==> src/rtl/noc_input_buffer_if.sv <==
// noc_input_buffer_if: handshake/bus bundle between a NoC input buffer and
// its neighbours (link writer on one side, arbiter on the other).
// Optional macro DROP_CNT_EN adds the 8-bit drop_cnt observation signal.
interface noc_input_buffer_if #(
    parameter int DATA_WIDTH = 32,
    parameter int DEPTH      = 4
);
    localparam int CW = $clog2(DEPTH) + 1;

    logic                  wr_en;
    logic [DATA_WIDTH-1:0] din;
    logic                  grant;
    logic                  full;
    logic                  empty;
    logic [CW-1:0]         count;
    logic                  req;
    logic [2:0]            flit_id;
    logic [11:0]           length;
    logic [DATA_WIDTH-1:0] dout;
    logic                  pop;
`ifdef DROP_CNT_EN
    logic [7:0]            drop_cnt;

    modport master (
        output wr_en, din, grant,
        input  full, empty, count, req, flit_id, length, dout, pop, drop_cnt
    );
    modport slave (
        input  wr_en, din, grant,
        output full, empty, count, req, flit_id, length, dout, pop, drop_cnt
    );
`else
    modport master (
        output wr_en, din, grant,
        input  full, empty, count, req, flit_id, length, dout, pop
    );
    modport slave (
        input  wr_en, din, grant,
        output full, empty, count, req, flit_id, length, dout, pop
    );
`endif
endinterface

==> src/rtl/noc_input_buffer.sv <==
// noc_input_buffer: per-port input FIFO and packet framer for the 5-port NoC
// router. Show-ahead circular buffer; a small FSM (IDLE/HEAD/XFER) frames
// packets at the FIFO head and presents req/flit_id/length to the arbiter.
// Optional macro DROP_CNT_EN adds a saturating 8-bit count of lost flits
// (writes refused while full and orphan flits discarded in IDLE).
module noc_input_buffer #(
    parameter int DATA_WIDTH = 32,
    parameter int DEPTH      = 4
) (
    input logic               clk,
    input logic               rst,
    noc_input_buffer_if.slave bus
);
    localparam int AW = $clog2(DEPTH);
    localparam int CW = AW + 1;

    localparam logic [2:0] ID_HDR  = 3'b001;
    localparam logic [2:0] ID_TAIL = 3'b100;

    typedef enum logic [1:0] {IDLE, HEAD, XFER} state_t;

    state_t                state;
    logic [DATA_WIDTH-1:0] mem [DEPTH];
    logic [AW-1:0]         wr_ptr;
    logic [AW-1:0]         rd_ptr;
    logic [CW-1:0]         count;
    logic [11:0]           length_q;

    logic                  empty;
    logic                  full;
    logic                  push;
    logic                  pop;
    logic                  req;
    logic [DATA_WIDTH-1:0] head;
    logic [2:0]            head_id;
    logic                  head_is_hdr;

    assign empty       = (count == '0);
    assign full        = (count == CW'(DEPTH));
    // A pop frees a slot in the same cycle, so a full FIFO still accepts a write.
    assign push        = bus.wr_en && (!full || pop);
    assign head        = empty ? '0 : mem[rd_ptr];
    assign head_id     = head[DATA_WIDTH-1:DATA_WIDTH-3];
    assign head_is_hdr = !empty && (head_id == ID_HDR);

    // Request/pop decode from registered state and the FIFO head.
    always_comb begin
        req = 1'b0;
        pop = 1'b0;
        case (state)
            IDLE: pop = !empty && !head_is_hdr;
            HEAD: begin
                req = 1'b1;
                pop = bus.grant && !empty;
            end
            XFER: begin
                // A header here means the tail went missing: hold it and
                // let the FSM re-enter HEAD with req low for this cycle.
                if (!head_is_hdr) begin
                    req = 1'b1;
                    pop = bus.grant && !empty;
                end
            end
            default: ;
        endcase
    end

    // Packet framing FSM; also latches the packet length when the header leaves.
    always_ff @(posedge clk) begin
        if (!rst) begin
            state    <= IDLE;
            length_q <= '0;
        end else begin
            case (state)
                IDLE: if (head_is_hdr) state <= HEAD;
                HEAD: begin
                    if (pop) begin
                        length_q <= head[11:0];
                        state    <= XFER;
                    end
                end
                XFER: begin
                    if (head_is_hdr)
                        state <= HEAD;
                    else if (pop && head_id == ID_TAIL)
                        state <= IDLE;
                end
                default: state <= IDLE;
            endcase
        end
    end

    // FIFO pointers and occupancy; pointers wrap naturally at DEPTH.
    always_ff @(posedge clk) begin
        if (!rst) begin
            wr_ptr <= '0;
            rd_ptr <= '0;
            count  <= '0;
        end else begin
            if (push) wr_ptr <= wr_ptr + 1'b1;
            if (pop)  rd_ptr <= rd_ptr + 1'b1;
            count <= count + CW'(push) - CW'(pop);
        end
    end

    // Flit storage; contents need no reset because the pointers define validity.
    always_ff @(posedge clk) begin
        if (push) mem[wr_ptr] <= bus.din;
    end

`ifdef DROP_CNT_EN
    logic [7:0] drop_cnt;
    logic       drop_evt;

    assign drop_evt = (bus.wr_en && full && !pop) || (state == IDLE && pop);

    // Saturating count of flits lost to overflow or orphan discard.
    always_ff @(posedge clk) begin
        if (!rst)
            drop_cnt <= '0;
        else if (drop_evt && drop_cnt != 8'hFF)
            drop_cnt <= drop_cnt + 8'd1;
    end

    assign bus.drop_cnt = drop_cnt;
`endif

    assign bus.full    = full;
    assign bus.empty   = empty;
    assign bus.count   = count;
    assign bus.req     = req;
    assign bus.pop     = pop;
    assign bus.dout    = head;
    assign bus.flit_id = head_id;
    // While a header waits in HEAD the arbiter sees its length directly.
    assign bus.length  = (state == HEAD) ? head[11:0] : length_q;
endmodule
==> src/flat_wrapper.sv <==
// flat-port wrapper written by rule: the top's interface ports become plain ports
module noc_input_buffer_flat 
#(
    parameter int DATA_WIDTH = 32,
    parameter int DEPTH      = 4
)
  (clk, rst, bus_wr_en, bus_din, bus_grant, bus_full, bus_empty, bus_count, bus_req, bus_flit_id, bus_length, bus_dout, bus_pop);
  noc_input_buffer_if #(.DATA_WIDTH(DATA_WIDTH), .DEPTH(DEPTH)) bus_i ();
  input logic clk;
  input logic rst;
  input wire logic [$bits(bus_i.wr_en)-1:0] bus_wr_en;
  input wire logic [$bits(bus_i.din)-1:0] bus_din;
  input wire logic [$bits(bus_i.grant)-1:0] bus_grant;
  output wire logic [$bits(bus_i.full)-1:0] bus_full;
  output wire logic [$bits(bus_i.empty)-1:0] bus_empty;
  output wire logic [$bits(bus_i.count)-1:0] bus_count;
  output wire logic [$bits(bus_i.req)-1:0] bus_req;
  output wire logic [$bits(bus_i.flit_id)-1:0] bus_flit_id;
  output wire logic [$bits(bus_i.length)-1:0] bus_length;
  output wire logic [$bits(bus_i.dout)-1:0] bus_dout;
  output wire logic [$bits(bus_i.pop)-1:0] bus_pop;
  assign bus_i.wr_en = bus_wr_en;
  assign bus_i.din = bus_din;
  assign bus_i.grant = bus_grant;
  assign bus_full = bus_i.full;
  assign bus_empty = bus_i.empty;
  assign bus_count = bus_i.count;
  assign bus_req = bus_i.req;
  assign bus_flit_id = bus_i.flit_id;
  assign bus_length = bus_i.length;
  assign bus_dout = bus_i.dout;
  assign bus_pop = bus_i.pop;
  noc_input_buffer #(.DATA_WIDTH(DATA_WIDTH), .DEPTH(DEPTH)) u_core (.clk(clk), .rst(rst), .bus(bus_i));
endmodule
==> config.mk <==
export PLATFORM = sky130hd
export DESIGN_NAME = noc_input_buffer_flat
export DESIGN_NICKNAME = d
export VERILOG_FILES = /design/src/rtl/noc_input_buffer_if.sv /design/src/rtl/noc_input_buffer.sv /design/src/flat_wrapper.sv
export SDC_FILE = /design/constraint.sdc
export NUM_CORES = 1
export LEC_CHECK = 0
export ABC_AREA = 1
export CORE_MARGIN = 1.5
export CORE_UTILIZATION = 45
export DETAILED_ROUTE_END_ITERATION = 12
export PLACE_DENSITY = 0.68
export SKIP_CTS_REPAIR_TIMING = 1
export SYNTH_ARGS = -nofsm -noshare
export SYNTH_HDL_FRONTEND = slang
export SYNTH_SLANG_ARGS = --single-unit
==> constraint.sdc <==
create_clock -name clk -period 4.4 [get_ports clk]
set_input_delay 0.88 -clock clk [delete_from_list [all_inputs] [get_ports clk]]
set_output_delay 0.88 -clock clk [all_outputs]
set_load 0.02 [all_outputs]
==> results of run 1 <==
worst max-delay path by stage:
stage	start	to
after global routing	register	bus_length[11]
after floorplan	bus_grant	u_core.mem[0][0]
after CTS	register	bus_length[2]
after global placement	bus_grant	bus_pop
final	register	bus_length[2]
after detailed placement	bus_grant	u_core.mem[2][8]
Yosys cell counts, drive strengths merged (10+ instances only):
master	instances
nor2	155
buf	10
dfxtp	23
a21oi	36
ha	11
nand3	15
o21ai	73
clkbuf	22
inv	40
edfxtp	128
nand2	80
final cells by class:
cell class,instances,area [sq um]
fillers,1120,5790
flip-flops and latches,151,4310
multi-input cells,377,1780
repair buffers,98,983
clock buffers,19,433
well taps,180,225
clock inverters,13,160
inverters,40,153
cell usage in the layout, fill, tap and decap left out, drive strengths merged:
cell type      instances
a21oi                 36
a22oi                  1
buf                    9
bufinv                 4
clkbuf                19
clkdlybuf4s50         89
clkinv                 8
clkinvlp               1
dfxtp                 23
edfxtp               128
fa                     1
ha                    11
inv                   40
nand2                 80
nand3                 15
nor2                 155
nor3                   1
o21a                   1
o21ai                 73
o21bai                 1
or2                    1
xnor2                  1
registers in the layout (all words and copies together), names as in the netlist, named ones only:
signal	flops
u_core.bus.count	3
u_core.length_q	12
u_core.mem	128
u_core.rd_ptr	2
u_core.state	2
u_core.wr_ptr	2
per-layer routing:
layer  track usage  vias up
met4        0.0669        0
met5             0        -
li1              -     2185
met2         0.292      118
met3        0.0398       14
met1         0.248     2040
where the power goes:
| group | leakage (nW) | internal [W] | total (W) | switching (W) |
|---|---|---|---|---|
| combinational | 1.34 | 0.000984 | 0.00254 | 0.00156 |
| clock | 0.286 | 0.000933 | 0.00145 | 0.000515 |
| sequential | 1.36 | 0.00178 | 0.00185 | 0.0000717 |
per-stage QoR:
step	hold slack [ns]	worst slack [ns]	power, W	area [sq um]	util
3_3_place_gp	0.501	1.05	0.00440	7450	0.539
3_5_place_dp	0.502	1.01	0.00443	7450	0.539
4_1_cts	0.513	0.699	0.00589	8040	0.581
5_1_grt	0.544	0.440	0.00620	8040	0.581
2_1_floorplan	0.482	1.09	0.00344	6360	-
6_report	0.512	0.712	0.00584	8040	0.581
cells by family (layout without fill, tap and decap cells):
logic type | after synthesis | count (layout) | synth area share
AOI/OAI and AO/OA | 112 | 112 | 0.0893
xor gates and xnor gates | 1 | 1 | 0.00138
adders and majority gates | 12 | 12 | 0.0248
buffers and inverters | 72 | 170 | 0.0480
DFF | 151 | 151 | 0.677
and+or+nand+nor | 252 | 252 | 0.160
worst max-delay path: cells and delay by family (launching register included):
family,cells,cell delay [ns]
buffers and inverters,2,1.19
AO/OA/AOI/OAI,3,0.54
flip-flops,1,0.33
AND/OR/NAND/NOR,3,0.32
==> run metrics, run 1 <==
Final Net Count 733; share of cells above drive strength 1 0.0688; Crit Path Max Fanout 64; Post-synth EDFFs 128; Root Buffer clkbuf_16; Synth-to-Final Area Change 26.4%; min-delay src u_core.length_q[2]; Boundary Pins 90; Mapped Area 0.00636 sq mm; largest net degree at the start of global routing 65; Static Leak 2.99 nW; CTS Sinks 151; gr ovfl total 0; Detail Route met3 WL 702 um; Synth Register Bits 151; Worst Hold End u_core.length_q[2]; number of library cell types mapped by synthesis 26; Worst-Margin Slew 0.898 ns; final setup fails 0; routed length per instance 14.9 um; count of pins over their slew limit 0; RD Place Congestion 0.765; number of buffers created by CTS 17; I/O Buffers 89; Fin Setup TNS 0 ns; deepest clock path buffer count 2; CP Capture Type output pin; clock latency on the worst-skew pair 0.41 ns; die height 122 um; Top Layer Used met4; FP Rows 43; ANT nets after route 0; initial DRC count 270; DP HPWL 7.87 mm; nature of the critical path startpoint register; worst hold path depth 4; Seq/Total Area, Yosys 0.677; Crit-path slowest cell clkdlybuf4s50_1; Max stage delay on crit path 0.63 ns; met1 WL 6.16 mm; Synth area leader edfxtp_1; unrepaired setup endpoints after global routing no; Max Cap Violations 0; Mean Syn Cell Area 10.6 sq um; Tmin final 3.69 ns; R2R Setup Slk 1.07 ns; vias 4357; ANT cells 0; Initial Util 0.460; die area 0.0149 sq mm; Routed WL 13.1 mm; Hold Fails Final Rpt 0; Critical Path AT 2.81 ns; FF-to-FF End u_core.bus.count[2]; CTS tree yes; Layout Cells excl Fill 878; # DRC 0; relative slew slack 0.402; Reg2Reg Depth 16; initial antenna violation count 0; ys async rst share 0; Total GRT Usage 0.183; warnings from Yosys 0; Peak VDD IR 0.502 mV; worst-path cell chain buf_4, nor2_1, nor2_1, o21ai_0, a21oi_1, nand2_1, o21ai_0, clkdlybuf4s50_1; pwr dens 727 mW/mm^2; vias per cell 4.96; dominant synthesized flop cell edfxtp_1; Routed met2 length 6.11 mm; first-pass GRT wire length 20.6 mm; area share of the largest cell type after synthesis 0.604; Cells after DPL 846; top post-synthesis cells by area edfxtp_1 (60%), nor2_1 (9.1%), dfxtp_1 (7.2%), o21ai_0 (5.7%), nand2_1 (4.5%); core footprint 0.0138 sq mm; DRT Pass-1 Iters 4; period utilization 0.838; CP required 3.52 ns; Post-Syn Nets 648; cell count after synthesis 600; Die X 122 um; status finished, final reports clean; Clock transition at path regs 0.06 ns; Layout Skew 0.00706 ns; vias in the first global route 4055; Max Fclk 271 MHz; WS Path Type reg2out; H-tree depth 4; Hold WC Path Type reg2reg
(Power assumes the default switching activity.)
==> run 2, diff against run 1 <==
--- a/config.mk
+++ b/config.mk
@@ -9,7 +9,7 @@
 export CORE_MARGIN = 1.5
 export CORE_UTILIZATION = 45
 export DETAILED_ROUTE_END_ITERATION = 12
-export PLACE_DENSITY = 0.68
+export PLACE_DENSITY = 0.7
 export SKIP_CTS_REPAIR_TIMING = 1
 export SYNTH_ARGS = -nofsm -noshare
 export SYNTH_HDL_FRONTEND = slang
==> constraint.sdc (replaced) <==
create_clock -name clk -period 3.18 [get_ports clk]
set_input_delay 0.636 -clock clk [delete_from_list [all_inputs] [get_ports clk]]
set_output_delay 0.636 -clock clk [all_outputs]
set_load 0.02 [all_outputs]
==> run metrics, run 2 (synthesis gave the netlist of run 1 again) <==
status finished, final reports clean; Max stage delay on crit path 0.66 ns; Routed WL 13.8 mm; Root Buffer clkbuf_16; Critical Path AT 2.42 ns; Initial Util 0.460; DRT Pass-1 Iters 5; share of cells above drive strength 1 0.0949; die area 0.0149 sq mm; vias per cell 5.10; Hold WC Path Type reg2reg; Layout Skew 0.00771 ns; vias 4518; ANT nets after route 0; Boundary Pins 90; most frequent cells in the layout nor2_1 (150), edfxtp_1 (128), clkdlybuf4s50_1 (83); Crit-path slowest cell clkdlybuf4s50_1; initial DRC count 279; FF-to-FF End u_core.bus.count[2]; WS Path Type reg2out; CP Capture Type output pin; count of pins over their slew limit 0; H-tree depth 4; pwr dens 999 mW/mm^2; max FFs per register 128; Hold Slack 0.514 ns; fillers 1108; largest net degree at the start of global routing 36; first-pass GRT wire length 21.6 mm; DP HPWL 8.37 mm; commonest non-fill, non-tap cell in the layout nor2_1; RD Place Congestion 0.757; min-delay src u_core.length_q[7]; die height 122 um; Peak VDD IR 0.671 mV; Total GRT Usage 0.196; Worst Hold End u_core.length_q[7]; Largest regs u_core.mem: 128 flops, u_core.length_q: 12 flops, u_core.bus.count: 3 flops; vias in the first global route 4323; Clock transition at path regs 0.06 ns; Synth-to-Final Area Change 27.7%; nature of the critical path startpoint register; Max Fclk 327 MHz; Reg2Reg Depth 16; Worst-Margin Slew 0.404 ns; CTS Sinks 151; final setup fails 0; # DRC 0; Max Cap Violations 0; CP most frequent cell nor2_1; gr ovfl total 0; Largest Register u_core.mem; period utilization 0.960; Die X 122 um; core footprint 0.0138 sq mm; number of buffers created by CTS 17; Tmin final 3.05 ns; deepest clock path buffer count 2; Crit Path Max Fanout 35; I/O Buffers 89; R2R Setup Slk 0.52 ns; worst-path cell chain buf_12, buf_8, nor2_1, nor2_1, o21ai_0, a21oi_1, clkdlybuf4s50_1; CTS tree yes; Hold Fails Final Rpt 0; Final Net Count 741; worst hold path depth 4; CP required 2.54 ns; routed length per instance 15.5 um; Final Util 0.587; ANT cells 0; clock latency on the worst-skew pair 0.42 ns; initial antenna violation count 0; Static Leak 3.12 nW; FP Rows 43; relative slew slack 0.731
run 2: cell types whose count changed in the layout (fill, tap and decap cells not counted), moves of 4 or more:
cell / previous run / this run
clkdlybuf4s50_1: 89 / 83
a21oi_2: 0 / 4
clkinv_4: 0 / 4
inv_6: 0 / 8
buf_4: 7 / 14
dlymetal6s2s_1: 0 / 6
clkinv_1: 6 / 1
a21oi_1: 36 / 32
run 2: worst max path at each step:
| stage | slack [ns] | endpoint | cells after the start | startpoint |
|---|---|---|---|---|
| floorplan | -0.07 | u_core.mem[0][0] | 9 | u_core.bus.count[1] |
| global placement | 0.33 | bus_pop | 8 | bus_grant |
| detailed placement | 0.27 | bus_dout[15] | 7 | register |
| CTS | -0.20 | bus_dout[15] | 7 | register |
| global route | -0.005 | bus_dout[16] | 7 | register |
| finish | 0.13 | bus_dout[22] | 7 | register |
run 2: stage by stage:
step	setup TNS [ns]	cells	instance area [sq um]	power (W)	worst slack, ns
2_1_floorplan	-9.00	600	6360	0.00475	-0.0703
3_3_place_gp	0	854	7480	0.00611	0.327
3_5_place_dp	0	854	7480	0.00618	0.274
4_1_cts	-1.53	886	8050	0.00811	-0.199
5_1_grt	-0.00527	886	8120	0.00862	-0.00527
6_report	0	886	8120	0.00812	0.127
run 2: area by class of cell:
| class | count | area (sq um) | area share |
|---|---|---|---|
| clock buffers | 17 | 425 | 0.0524 |
| clock inverters | 15 | 143 | 0.0176 |
| inverters | 40 | 163 | 0.0200 |
| multi-input cells | 377 | 1790 | 0.221 |
| flip-flops and latches | 151 | 4310 | 0.530 |
| well taps | 180 | 225 | 0.0277 |
| repair buffers | 106 | 1070 | 0.131 |
run 2: routing by layer:
layer	vias to the layer above	GRT usage	share of wire
li1	2202	-	-
met1	2136	0.251	0.44
met2	162	0.324	0.49
met3	18	0.0520	0.060
met4	0	0.0640	0.012
met5	-	0	0
run 2: worst max-delay path: cells and delay by family (launching register included):
kind,cells,cell delay (ns)
buf+inv,3,1.11
flops,1,0.40
simple gates,2,0.14
compound gates,2,0.34
run 2: report_power, final:
group	leakage [nW]	switching [W]	internal (W)	total, W
clock network	0.283	0.000804	0.00109	0.00190
logic	1.48	0.00223	0.00142	0.00364
registers	1.36	0.000114	0.00246	0.00257
==> RTL change 1: new RTL, config.mk and constraints of run 1 <==
`DATA_WIDTH` is set to 32 in 3 places; all go to 36.
--- a/src/rtl/noc_input_buffer_if.sv
+++ b/src/rtl/noc_input_buffer_if.sv
@@ -2,7 +2,7 @@
 // its neighbours (link writer on one side, arbiter on the other).
 // Optional macro DROP_CNT_EN adds the 8-bit drop_cnt observation signal.
 interface noc_input_buffer_if #(
-    parameter int DATA_WIDTH = 32,
+    parameter int DATA_WIDTH = 36,
     parameter int DEPTH      = 4
 );
     localparam int CW = $clog2(DEPTH) + 1;
--- a/src/rtl/noc_input_buffer.sv
+++ b/src/rtl/noc_input_buffer.sv
@@ -4,7 +4,7 @@
 // Optional macro DROP_CNT_EN adds a saturating 8-bit count of lost flits
 // (writes refused while full and orphan flits discarded in IDLE).
 module noc_input_buffer #(
-    parameter int DATA_WIDTH = 32,
+    parameter int DATA_WIDTH = 36,
     parameter int DEPTH      = 4
 ) (
     input logic               clk,
--- a/src/flat_wrapper.sv
+++ b/src/flat_wrapper.sv
@@ -1,7 +1,7 @@
 // flat-port wrapper written by rule: the top's interface ports become plain ports
 module noc_input_buffer_flat 
 #(
-    parameter int DATA_WIDTH = 32,
+    parameter int DATA_WIDTH = 36,
     parameter int DEPTH      = 4
 )
   (clk, rst, bus_wr_en, bus_din, bus_grant, bus_full, bus_empty, bus_count, bus_req, bus_flit_id, bus_length, bus_dout, bus_pop);
Ports: changed (resized bus_din and bus_dout); port bits go from 90 to 98. The function was not compared with the original's and may differ.
==> RTL change 1 against run 1 <==
- area after synthesis rose by 9.7%
- sequential cell count grew 16
- total power rose by 6.8%
- first-iteration DRC count rose by 14%
- count of clock-buffer cells in the layout is 1 lower
- routed wire length is 14% higher
- design area up 7.8%
- worst setup slack got worse by 150 ps
- via count up 9.3%
- core utilization is 0.91 points lower
- die area up 9.4%
- critical path type unchanged
- critical endpoint is now bus_dout[24]
- largest cell class unchanged
==> RTL change 1: results (changes against run 1) <==
Total GRT Usage -> 19.3% (+0.98 points)
Clock transition at path regs -> 60 ps (about the same)
Number of synthesized flops with an enable pin -> 144 (+13%)
Status -> completed
Worst-path maximum fanout -> 35 (-45%)
Seq/Total Area, Yosys -> 68.6% (+0.93 points)
R2r setup slk -> 950 ps (-120 ps)
Hold WC Path Type -> reg2reg
Ys async rst share -> 0% (unchanged)
Critical Path End Type -> primary output
H-tree levels -> 4 (unchanged)
Routability congestion estimate -> 0.799 (+4.5%)
Nets -> 778 (+6.1%)
Reg2reg end -> u_core.mem[2][23]$_DFFE_PP_
IO buf count -> 97 (+9.0%)
DR vias -> 4761 (+9.3%)
Mapped Nets -> 687 (+6.0%)
Global-route wire length before repair -> 23.8 mm (+16%)
Largest regs -> u_core.mem x144, u_core.length_q x12, u_core.bus.count x3
CP Launch Type -> flip-flop
WL final -> 15.0 mm (+14%)
CP arrival -> 2960 ps (+150 ps)
Reg2Reg Depth -> 14 (-2)
Max reg flops -> 144 (+13%)
CTS Root Cell -> clkbuf_16
TritonCTS buffer count -> 17 (unchanged)
Final Skew -> 7.08 ps (+0.0235 ps)
Vias in the first global route -> 4597 (+13%)
Sw power -> 0.00239 W (+11%)
Initial antenna violation count -> 0 (unchanged)
Pleak -> 3.21 nW (+7.3%)
Largest net degree at the start of global routing -> 73 (+12%)
DRT Pass-1 Iters -> 5 (+1)
Final setup viols -> 0 (unchanged)
VDD IR max -> 372 uV (-26%)
Initial DRC count -> 309 (+14%)
CP Capture Point -> bus_dout[24]
Worst-Margin Slew -> 777 ps (-120 ps)
Top post-synthesis cells by area -> edfxtp_1 62%, nor2_1 8.4%, dfxtp_1 6.6%
FILL cells -> 1256 (+12%)
Hpwl dp -> 9.11 mm (+16%)
Share of layout cells above drive strength 1 -> 7.32% (+0.44 points)
Number of library cell types mapped by synthesis -> 29 (+12%)
Critical hold path startpoint -> u_core.length_q[11]$_SDFFE_PN0P_
Post-synth top cells -> 156 x nor2_1, 144 x edfxtp_1, 81 x o21ai_0, 72 x nand2_1, 44 x inv_1
RTL change 1: area by class of cell:
class	instances	area [um^2]	share of cell area (%)
timing repair buffer	106	1040	12.0
tap	188	235	2.71
clock inverter	13	130	1.50
multi-input combinational	386	1860	21.4
inverter	48	193	2.22
clock buffer	18	429	4.95
sequential	167	4790	55.2
RTL change 1: worst min path at each step:
| stage | to | slack, ps | cells after the start |
|---|---|---|---|
| floorplan | flip-flop | 480 | 2 |
| global placement | u_core.rd_ptr[0]$_SDFFE_PN0P_ | 500 | 2 |
| detailed placement | u_core.length_q[2]$_SDFFE_PN0P_ | 500 | 4 |
| CTS | u_core.length_q[2]$_SDFFE_PN0P_ | 520 | 4 |
| global route | u_core.length_q[9]$_SDFFE_PN0P_ | 560 | 4 |
| finish | u_core.length_q[11]$_SDFFE_PN0P_ | 510 | 4 |
RTL change 1: kinds of logic after synthesis:
family | count (synthesis) | share of synthesized area (%)
buffers and inverters | 82 | 5.20
xor gates and xnor gates | 1 | 0.126
AOI/OAI and AO/OA | 124 | 9.13
adders and majority gates | 12 | 2.26
DFF | 167 | 68.6
and+or+nand+nor | 249 | 14.7
RTL change 1: routing by layer:
| layer | global-route usage (%) | routed length [um] | up-vias |
|---|---|---|---|
| met5 | 0 | 0 | - |
| met4 | 4.55 | 101 | 0 |
| met3 | 4.86 | 786 | 12 |
| met2 | 31.8 | 7120 | 142 |
| met1 | 25.9 | 6960 | 2279 |
| li1 | - | - | 2328 |
RTL change 1: critical path, cell delays in order (launching register included):
cell	delay [ps]
dfxtp_2	580
buf_4	440
buf_4	330
nor2_1	80
nor2_1	80
o21ai_0	90
a21oi_1	270
clkdlybuf4s50_1	660
RTL change 1: power by group through the flow:
stage                     sequential [W]  clock, W  combinational, W
after floorplan                  0.00208         0           0.00169
after global placement           0.00209         0           0.00271
after detailed placement         0.00210         0           0.00276
after CTS                        0.00207   0.00144           0.00278
after global routing             0.00209   0.00151           0.00303
final                            0.00207   0.00142           0.00275
RTL change 1: per-stage QoR:
step | instance area [um^2] | setup slack, ps | std cells | hold WS (ps)
6_report | 8670 | 563 | 926 | 514
5_1_grt | 8670 | 323 | 926 | 556
3_5_place_dp | 8110 | 919 | 895 | 504
4_1_cts | 8670 | 565 | 926 | 515
3_3_place_gp | 8110 | 974 | 895 | 496
2_1_floorplan | 6970 | 889 | 635 | 482
==> RTL change 2: new RTL, config.mk and constraints of run 1 <==
Without the edit above. Re-encode `state_t` (3 states) as one-hot, 3 bits wide.
--- a/src/rtl/noc_input_buffer.sv
+++ b/src/rtl/noc_input_buffer.sv
@@ -17,7 +17,7 @@
     localparam logic [2:0] ID_HDR  = 3'b001;
     localparam logic [2:0] ID_TAIL = 3'b100;
 
-    typedef enum logic [1:0] {IDLE, HEAD, XFER} state_t;
+    typedef enum logic [2:0] {IDLE = 3'b001, HEAD = 3'b010, XFER = 3'b100} state_t;
 
     state_t                state;
     logic [DATA_WIDTH-1:0] mem [DEPTH];
Behaviour: same outputs for any inputs over 4 cycles, from zero or initial values and one cycle with rst low; so few cycles prove little.
==> RTL change 2 against run 1 <==
- worst setup slack improved by 20 ps
- critical endpoint is now bus_pop
- design area decreased by 2.0%
- largest power group unchanged
- routed wire length hardly changed
- first-iteration DRC count up 15%
- total power is 11% lower
- clock power fell by 9%
- critical path type unchanged
- sequential cell count is 1 higher
- area after synthesis decreased by 1.2%
- core utilization rose by 0.41 points
==> RTL change 2: results (changes against run 1) <==
Inverter count -> 39 (-2.5%)
Number of instances in the placed design -> 806 (-4.7%)
Grt met2 use -> 31.7% (+2.5 points)
CP Capture Point -> bus_pop
Worst-Margin Slew -> 823 ps (-74.3 ps)
Hold Slack -> 517 ps (+5.07 ps)
Sw Ratio -> 36.3% (-0.46 points)
Share of layout cells above drive strength 1 -> 9.52% (+2.6 points)
Largest regs -> u_core.mem x128, u_core.length_q x12
VDD IR max -> 408 uV (-19%)
Met1 Routed Length -> 5.87 mm (-4.7%)
R2r setup slk -> 1260 ps (+190 ps)
Hpwl dp -> 7.66 mm (-2.7%)
Num sequential -> 152 (+0.66%)
Clkbuf count -> 20 (+1)
Total GRT Usage -> 19.7% (+1.3 points)
Routed WL per cell -> 15.6 um (+4.7%)
M3 GR Usage -> 6.39% (+2.4 points)
Worst-path maximum fanout -> 14 (-78%)
Status -> completed
Die width -> 121 um (-0.61%)
Pre-CTS WS -> 941 ps (-72.1 ps)
Met2 wire len -> 6.26 mm (+2.4%)
Global-route wire length before repair -> 21.7 mm (+5.4%)
Vias in the first global route -> 4368 (+7.7%)
Fin crit period -> 3670 ps (-19.6 ps)
Nonclk buf count -> 97 (-1.0%)
Routability congestion estimate -> 0.801 (+4.6%)
-- RTL change 2: cell count changes in the layout (fill, tap and decap cells not counted), moves of 5 or more --
cell	delta
o21ai_0	-11
nor2_1	-32
nand2_2	+6
nand2_1	-16
ha_1	-5
o21ai_1	+9
o22ai_1	+12
-- RTL change 2: kinds of logic after synthesis --
group | count (synthesis) | synth area share, %
AOI/OAI and AO/OA | 119 | 9.76
adders and majority gates | 7 | 1.51
buffers and inverters | 70 | 4.66
DFF | 152 | 68.9
and+or+nand+nor | 216 | 15.2
-- RTL change 2: power by group through the flow --
stage / sequential, W / clock (W) / combinational [W]
after CTS: 0.00181 / 0.00134 / 0.00209
after floorplan: 0.00185 / 0 / 0.00125
final: 0.00181 / 0.00132 / 0.00207
after global routing: 0.00182 / 0.00140 / 0.00230
after global placement: 0.00183 / 0 / 0.00204
after detailed placement: 0.00184 / 0 / 0.00208
